<file path="src/rtl/mul_pkg.sv">
// Shared types and constants for the iterative multiply sequencer.
package mul_pkg;

  localparam int MUL_WIDTH = 32;
  localparam int MUL_CNT_W = $clog2(MUL_WIDTH);

  typedef enum logic [1:0] {
    IDLE = 2'd0,
    CALC = 2'd1,
    FIX  = 2'd2,
    DONE = 2'd3
  } mul_state_t;

endpackage

</file>
<file path="src/rtl/mul_shift_add.sv">
// Radix-2 shift-add datapath: accumulator, multiplicand and multiplier
// registers, advanced by one add/shift step per enabled cycle.
import mul_pkg::*;

module mul_shift_add #(
  parameter int WIDTH = MUL_WIDTH
) (
  input  logic                 clk,
  input  logic                 reset_n,
  input  logic                 load,
  input  logic                 step,
  input  logic [WIDTH-1:0]     mcand_in,
  input  logic [WIDTH-1:0]     mplier_in,
  output logic [2*WIDTH-1:0]   acc
);

  logic [2*WIDTH-1:0] mcand;
  logic [WIDTH-1:0]   mplier;

  always_ff @(posedge clk or negedge reset_n) begin
    if (!reset_n) begin
      acc    <= '0;
      mcand  <= '0;
      mplier <= '0;
    end else if (load) begin
      acc    <= '0;
      mcand  <= {{WIDTH{1'b0}}, mcand_in};
      mplier <= mplier_in;
    end else if (step) begin
      if (mplier[0]) begin
        acc <= acc + mcand;
      end
      mcand  <= mcand << 1;
      mplier <= mplier >> 1;
    end
  end

endmodule

</file>
<file path="src/rtl/mul_sequencer.sv">
// Iterative multiply controller for MUL/UMULL/SMULL: sign handling, fixed
// WIDTH+2 cycle sequence, register-file write enables and N/Z candidates.
import mul_pkg::*;

module mul_sequencer #(
  parameter int WIDTH = MUL_WIDTH
) (
  input  logic             clk,
  input  logic             reset_n,
  input  logic             start,
  input  logic             mul_long,
  input  logic             is_signed,
  input  logic             abort,
  input  logic [WIDTH-1:0] op_a,
  input  logic [WIDTH-1:0] op_b,
  output logic             busy,
  output logic             done,
  output logic [WIDTH-1:0] result_lo,
  output logic [WIDTH-1:0] result_hi,
  output logic             we_lo,
  output logic             we_hi,
  output logic             flag_n,
  output logic             flag_z,
  output mul_state_t       dbg_state
);

  localparam int CNT_W = $clog2(WIDTH);

  // Handshake: start is a request taken only in IDLE (busy low); there is no
  // queueing. done is a single-cycle pulse with no backpressure, and abort
  // overrides every transition, returning the sequencer to IDLE.

  mul_state_t           state;
  logic [CNT_W-1:0]     cnt;
  logic                 long_q;
  logic                 neg_q;
  logic [2*WIDTH-1:0]   product_q;
  logic [2*WIDTH-1:0]   acc;
  logic                 sgn;
  logic [WIDTH-1:0]     mag_a;
  logic [WIDTH-1:0]     mag_b;
  logic                 load;
  logic                 step;

  assign sgn   = is_signed & mul_long;
  // Two's-complement of the most negative value yields 2^(WIDTH-1) unsigned.
  assign mag_a = (sgn && op_a[WIDTH-1]) ? -op_a : op_a;
  assign mag_b = (sgn && op_b[WIDTH-1]) ? -op_b : op_b;

  assign load = (state == IDLE) && start && !abort;
  assign step = (state == CALC) && !abort;

  mul_shift_add #(.WIDTH(WIDTH)) u_shift_add (
    .clk       (clk),
    .reset_n   (reset_n),
    .load      (load),
    .step      (step),
    .mcand_in  (mag_a),
    .mplier_in (mag_b),
    .acc       (acc)
  );

  always_ff @(posedge clk or negedge reset_n) begin
    if (!reset_n) begin
      state     <= IDLE;
      cnt       <= '0;
      long_q    <= 1'b0;
      neg_q     <= 1'b0;
      product_q <= '0;
    end else if (abort) begin
      state <= IDLE;
    end else begin
      case (state)
        IDLE: begin
          if (start) begin
            long_q <= mul_long;
            neg_q  <= sgn & (op_a[WIDTH-1] ^ op_b[WIDTH-1]);
            cnt    <= CNT_W'(WIDTH - 1);
            state  <= CALC;
          end
        end
        CALC: begin
          cnt <= cnt - 1'b1;
          if (cnt == '0) begin
            state <= FIX;
          end
        end
        FIX: begin
          product_q <= neg_q ? -acc : acc;
          state     <= DONE;
        end
        DONE: begin
          state <= IDLE;
        end
        default: begin
          state <= IDLE;
        end
      endcase
    end
  end

  assign dbg_state = state;
  assign busy      = (state != IDLE);
  assign done      = (state == DONE);
  assign we_lo     = done;
  assign we_hi     = done & long_q;
  assign result_lo = product_q[WIDTH-1:0];
  assign result_hi = product_q[2*WIDTH-1:WIDTH];

  always_comb begin
    flag_n = 1'b0;
    flag_z = 1'b0;
    if (done) begin
      if (long_q) begin
        flag_n = product_q[2*WIDTH-1];
        flag_z = (product_q == '0);
      end else begin
        flag_n = product_q[WIDTH-1];
        flag_z = (product_q[WIDTH-1:0] == '0);
      end
    end
  end

endmodule
</file>
<file path="config.mk">
export PLATFORM = sky130hd
export DESIGN_NAME = mul_sequencer
export DESIGN_NICKNAME = d
export VERILOG_FILES = /design/src/rtl/mul_pkg.sv /design/src/rtl/mul_shift_add.sv /design/src/rtl/mul_sequencer.sv
export SDC_FILE = /design/constraint.sdc
export NUM_CORES = 1
export LEC_CHECK = 0
export ABC_CLOCK_PERIOD_IN_PS = 6290
export CORE_MARGIN = 2
export CORE_UTILIZATION = 50
export CTS_BUF_LIST = sky130_fd_sc_hd__clkbuf_2 sky130_fd_sc_hd__clkbuf_4 sky130_fd_sc_hd__clkbuf_8
export CTS_CLUSTER_DIAMETER = 100
export CTS_CLUSTER_SIZE = 20
export DETAILED_ROUTE_END_ITERATION = 16
export PLACE_DENSITY = 0.71
export SYNTH_ARGS = -nofsm -noshare
export SYNTH_HDL_FRONTEND = slang
export SYNTH_HIERARCHICAL = 1
export SYNTH_SLANG_ARGS = --single-unit
</file>
<file path="constraint.sdc">
create_clock -name clk -period 6.29 [get_ports clk]
set_input_delay 1.258 -clock clk [delete_from_list [all_inputs] [get_ports clk]]
set_output_delay 1.258 -clock clk [all_outputs]
set_load 0.005 [all_outputs]
</file>
Word level (Yosys, flattened, before mapping). Index checks and enable logic that the tools add are counted. Widths: inputs -> output; s select.

Flip-flop bits (word level): 233. Input bits: 70. Word-level logic and storage cells: 63.

Add/subtract/negate cells: 5. Equal/unequal tests: 6. Multiplexer cells: 20. Bitwise gates (word level): 5. Reductions and logical operators: 19.

Operators by type and width (number): $mux 64 (6); $mux 32 (4); $add 64x64->64 (1); $logic_not 64->1 (1); $neg 32->32 (2); $neg 64->64 (1); $logic_not 32->1 (1); $pmux 5 s2 (1); $pmux 2 s4 (1); $reduce_bool 2->1 (4); $mux 2 (3); $reduce_and 2->1 (3); $reduce_and 3->1 (2); $logic_and 1x1->1 (5); $logic_not 5->1 (1); $mux 5 (1); $sub 5x1->5 const B (1); $eq 2x2->1 const B (2); $mux 1 (4); $and 1x1->1 (3); $ne 3x2->1 const B (1); $ne 3x3->1 const B (1); $eq 2x1->1 const B (1); $logic_not 2->1 (1); 4 further kinds (4).

Longest topological paths before layout.
Depth in word-level cells: 5. Depth in mapped cells: 13. Gate-level depth less buffers: 13.

Modules after synthesis. The synthesis kept the hierarchy.

Modules (own cells, without submodules): mul_shift_add (times used 1, cells each 1223, area an instance 10528.8 um2, seq. area each 4003.8 um2); mul_sequencer (times used 1, cells each 725, area an instance 5824.3 um2, seq. area each 1826.8 um2).

Worst setup path after synthesis. No wires, ideal clock.

Kind: register to register. From: register u_shift_add.acc[0]. To: register u_shift_add.acc[62]. Arrival time: 3184 ps. Path slack: 2985 ps. Stages on the path, launching flop included: 14. Buffers on the path: 0. Clock period less this slack: 3305 ps. Path through: dfrtp_1 > ha_1 > inv_1 > fa_1 > nor2b_1 > o2111ai_1 > a31o_2 > a31oi_1 > nand3_1 > a2111oi_1 > o21ai_1 > a2111oi_0 > o21ai_0 > a32o_1.

Word-level cells in the longest chain between the ends: 4.

Ends and longest elaborated chain: start, declared (RTL line mul_shift_add.sv:14) `output logic [2*WIDTH-1:0] acc`; start signal, assigned (RTL line mul_shift_add.sv:31) `acc <= acc + mcand;`; $add 64x64->64 (RTL line mul_shift_add.sv:31); $mux 64 (RTL line mul_shift_add.sv:30) `if (mplier[0]) begin`; $mux 64 (RTL line mul_shift_add.sv:29) `end else if (step) begin`; $mux 64 (RTL line mul_shift_add.sv:25) `end else if (load) begin`.

No other way between the ends. The select of a mux whose other input is x is not followed. A chain may end at the register's enable or synchronous reset.

Worst setup path in the final report.
From: input port abort. To: register u_shift_add.acc[50].

Word-level cells in the longest chain between the ends: 4. Elaborated cells between the ends (all ways): 7.

Ends and longest elaborated chain: start, declared (RTL line mul_sequencer.sv:13) `input logic abort,`; $logic_not 1->1 (RTL line mul_sequencer.sv:51) `assign step = (state == CALC) && !abort;`; $logic_and 1x1->1 (RTL line mul_sequencer.sv:51); named net step (RTL line mul_sequencer.sv:43) `logic step;`; $reduce_bool 2->1 (no line); $reduce_and 2->1 (no line).

The timed path passes the listed nets, and every way through them passes these cells.

==> reports/metrics.cfg <==
[synthesis]
netlist_instances = 1948
async_reset_ff_share_pct = 100
seq_area_frac_synth_pct = 35.7
avgSynthCellArea_um2 = 8.39
yosysWarnings = 6
yosys_register_bits = 233
synth_ff_type = dfrtp_1
synth_cell_types = 81
synth_edf_count = 0
synthesis.area_um2 = 16400
synth_fp_nets = 2090

[routing]
vias_per_cell = 5.86
finalWirelength_um = 42500
first_pass_iters = 7
avgRoutedWirePerCell_um = 17.4
route.vias.total = 14300
drt_iter0_drc = 1029
drc = 0
postRouteAntennaNets = 0

[cts]
cts_tree = yes
clock-sinks = 233
cts.repair.resized = 0
cts_root_buf = clkbuf_8
post_cts_buffers = 0
ctsHoldBuffers = 0
path_clk_slew_ps = 120
clk_latency_ps = 540
htreeDepth = 1
cts_inserted_buffers = 15
clock_path_buffers = 3

[run]
maxCapViolCount = 0

[critical_path]
crit_type = input port to flop
worstSetupStartpointType = input port
crit_fanout = 37
r2r_cells = 13
crit_path_end = u_shift_add/acc[50]$_DFFE_PN0P_
r2r_start = u_shift_add/acc[0]$_DFFE_PN0P_
worstPathRequired_ps = 6770
startpoint = abort
regToRegSetupSlack_ps = 2360
critPathCaptureType = flop
cp.arrival_ps = 4440
r2r-end = u_shift_add/acc[62]$_DFFE_PN0P_

[sta]
period_share_pct = 62.9
finalWorstSetupSlack_ps = 2340
final_hold_viol_count = 0
tns_ps = 0
slew_viol_final = 0
tightestPinTransition_ps = 1210
rsz0062_at_grt = no
relSlewSlack_pct = 18.7
max_freq_mhz = 253
setup_viol = 0
min_period_ps = 3950
fin_skew_ps = 20.8

[placement]
place_area_um2 = 18000
post-place-ws_ps = 1820
gp_congestion = 0.920
dp.cells = 2430
hpwl_um = 32400
port_buffers = 141

[worst_hold_path]
hold_class = flop to flop
hp-start = product_q[32]$_DFFE_PN0P_

[die]
fp.dieH_um = 185
core_um2 = 32400
die_x_um = 185
ios = 142
initial_utilization_pct = 50.5
die_area_um2 = 34200
rows = 66

[pwr]
p_leak_nw = 7.80
peakVddDrop_uv = 177
p_per_area_nw_per_um2 = 379

[grt]
antenna_found_initial = 0
grt_pass1_vias = 13500
grt_pass1_wl_um = 69600
grt_overflow_total = 0
grt_max_degree = 147
grt.total_usage_pct = 25.0

[finish]
nets = 2147
final_common_cell = nand2_1
utilization_pct = 56.3
instances_no_fill = 2447
mostFrequentLayoutCells = nand2_1 (296), dfrtp_1 (232), o21ai_0 (177)
drive_gt1_share_pct = 3.04
area_growth_pct = 11.4
fin_area_um2 = 18200
diodes = 0

[outcome]
status = finished, final reports clean

==> area by class of cell <==
| type | instances | area, µm² |
|---|---|---|
| clock buffers | 16 | 214 |
| repair buffers | 148 | 1480 |
| flip-flops and latches | 233 | 5830 |
| inverters | 46 | 178 |
| well taps | 442 | 553 |
| fillers | 3030 | 14200 |
| multi-input cells | 1561 | 9950 |
| clock inverters | 1 | 8.76 |
==> critical path: stages <==
cell,delay (ps)
clkdlybuf4s50_1,550
nor2b_4,760
and2_2,800
nand2_1,360
or4_1,570
nand3_1,90
==> layer usage <==
layer	track usage [%]	share of wire, %
met1	36.9	48
met3	2.67	5.5
met4	5.05	1.5
met5	0	0
met2	39.8	45
==> power breakdown <==
part	internal [mW]	leakage (nW)	total, mW	switching, mW
combinational	1.51	4.58	3.71	2.20
sequential	1.95	3.11	2.48	0.536
clock	0.229	0.117	0.706	0.478
total	3.69	7.80	6.90	3.21
==> synthesized netlist by cell type (all sizes together) (3+ instances only) <==
cell type,n,area share [%]
a2111oi,4,0.34
or4,17,0.80
xnor2,60,3.2
buf,22,0.59
and4,5,0.27
o21a,15,0.69
o41ai,17,0.96
o21bai,15,0.69
a21boi,5,0.23
nand2,298,6.9
xor2,110,5.9
nor2,128,3.0
mux2i,100,6.1
and2,11,0.42
o211ai,7,0.32
a32o,3,0.18
nor3b,4,0.18
nor4,31,1.4
nand3,43,1.4
a21oi,147,4.5
a31oi,14,0.54
a21o,33,1.5
o31ai,37,1.8
a211oi,15,0.69
o21ai,207,6.4
or3,29,1.1
a221oi,3,0.16
clkbuf,86,2.0
nor2b,9,0.34
a31o,4,0.27
nand2b,8,0.31
and3,10,0.38
or2,9,0.34
ha,71,5.4
o2111ai,4,0.21
inv,46,1.1
dfrtp,233,36
nor3,32,0.98
nand4,29,1.1
==> through the flow <==
step                      hold WS [ps]  total power [mW]
after floorplan                    495              4.94
after global placement             489              6.13
after detailed placement           496              6.19
after CTS                          522              6.91
after global routing               544              7.46
final                              514              6.90
==> sequential cells by signal (all words and copies together), names as in the netlist <==
| register | count |
|---|---|
| dbg_state | 2 |
| u_shift_add/acc | 64 |
| long_q | 1 |
| product_q | 64 |
| neg_q | 1 |
| u_shift_add/mplier | 32 |
| u_shift_add/mcand | 64 |
| cnt | 5 |
==> cell families (layout without fill, tap and decap cells) <==
family,count (synthesis),after routing,share of synthesized area [%]
AND/OR/NAND/NOR,670,670,19.4
flip-flops,233,233,35.7
AO/OA/AOI/OAI,547,547,20.4
adder cells (fa/ha/maj),72,72,5.55
buffers and inverters,154,211,3.62
multiplexers,102,102,6.26
XOR/XNOR,170,170,9.10
==> worst min-delay path by stage <==
stage	end	slack [ps]	cells after the start
final	product_q[32]$_DFFE_PN0P_	510	2
after global routing	product_q[50]$_DFFE_PN0P_	540	2
after CTS	product_q[32]$_DFFE_PN0P_	520	2
after detailed placement	product_q[32]$_DFFE_PN0P_	500	2
after global placement	product_q[28]$_DFFE_PN0P_	490	2
after floorplan	product_q[17]$_DFFE_PN0P_	490	2
Power figures use the tool's default switching activity.
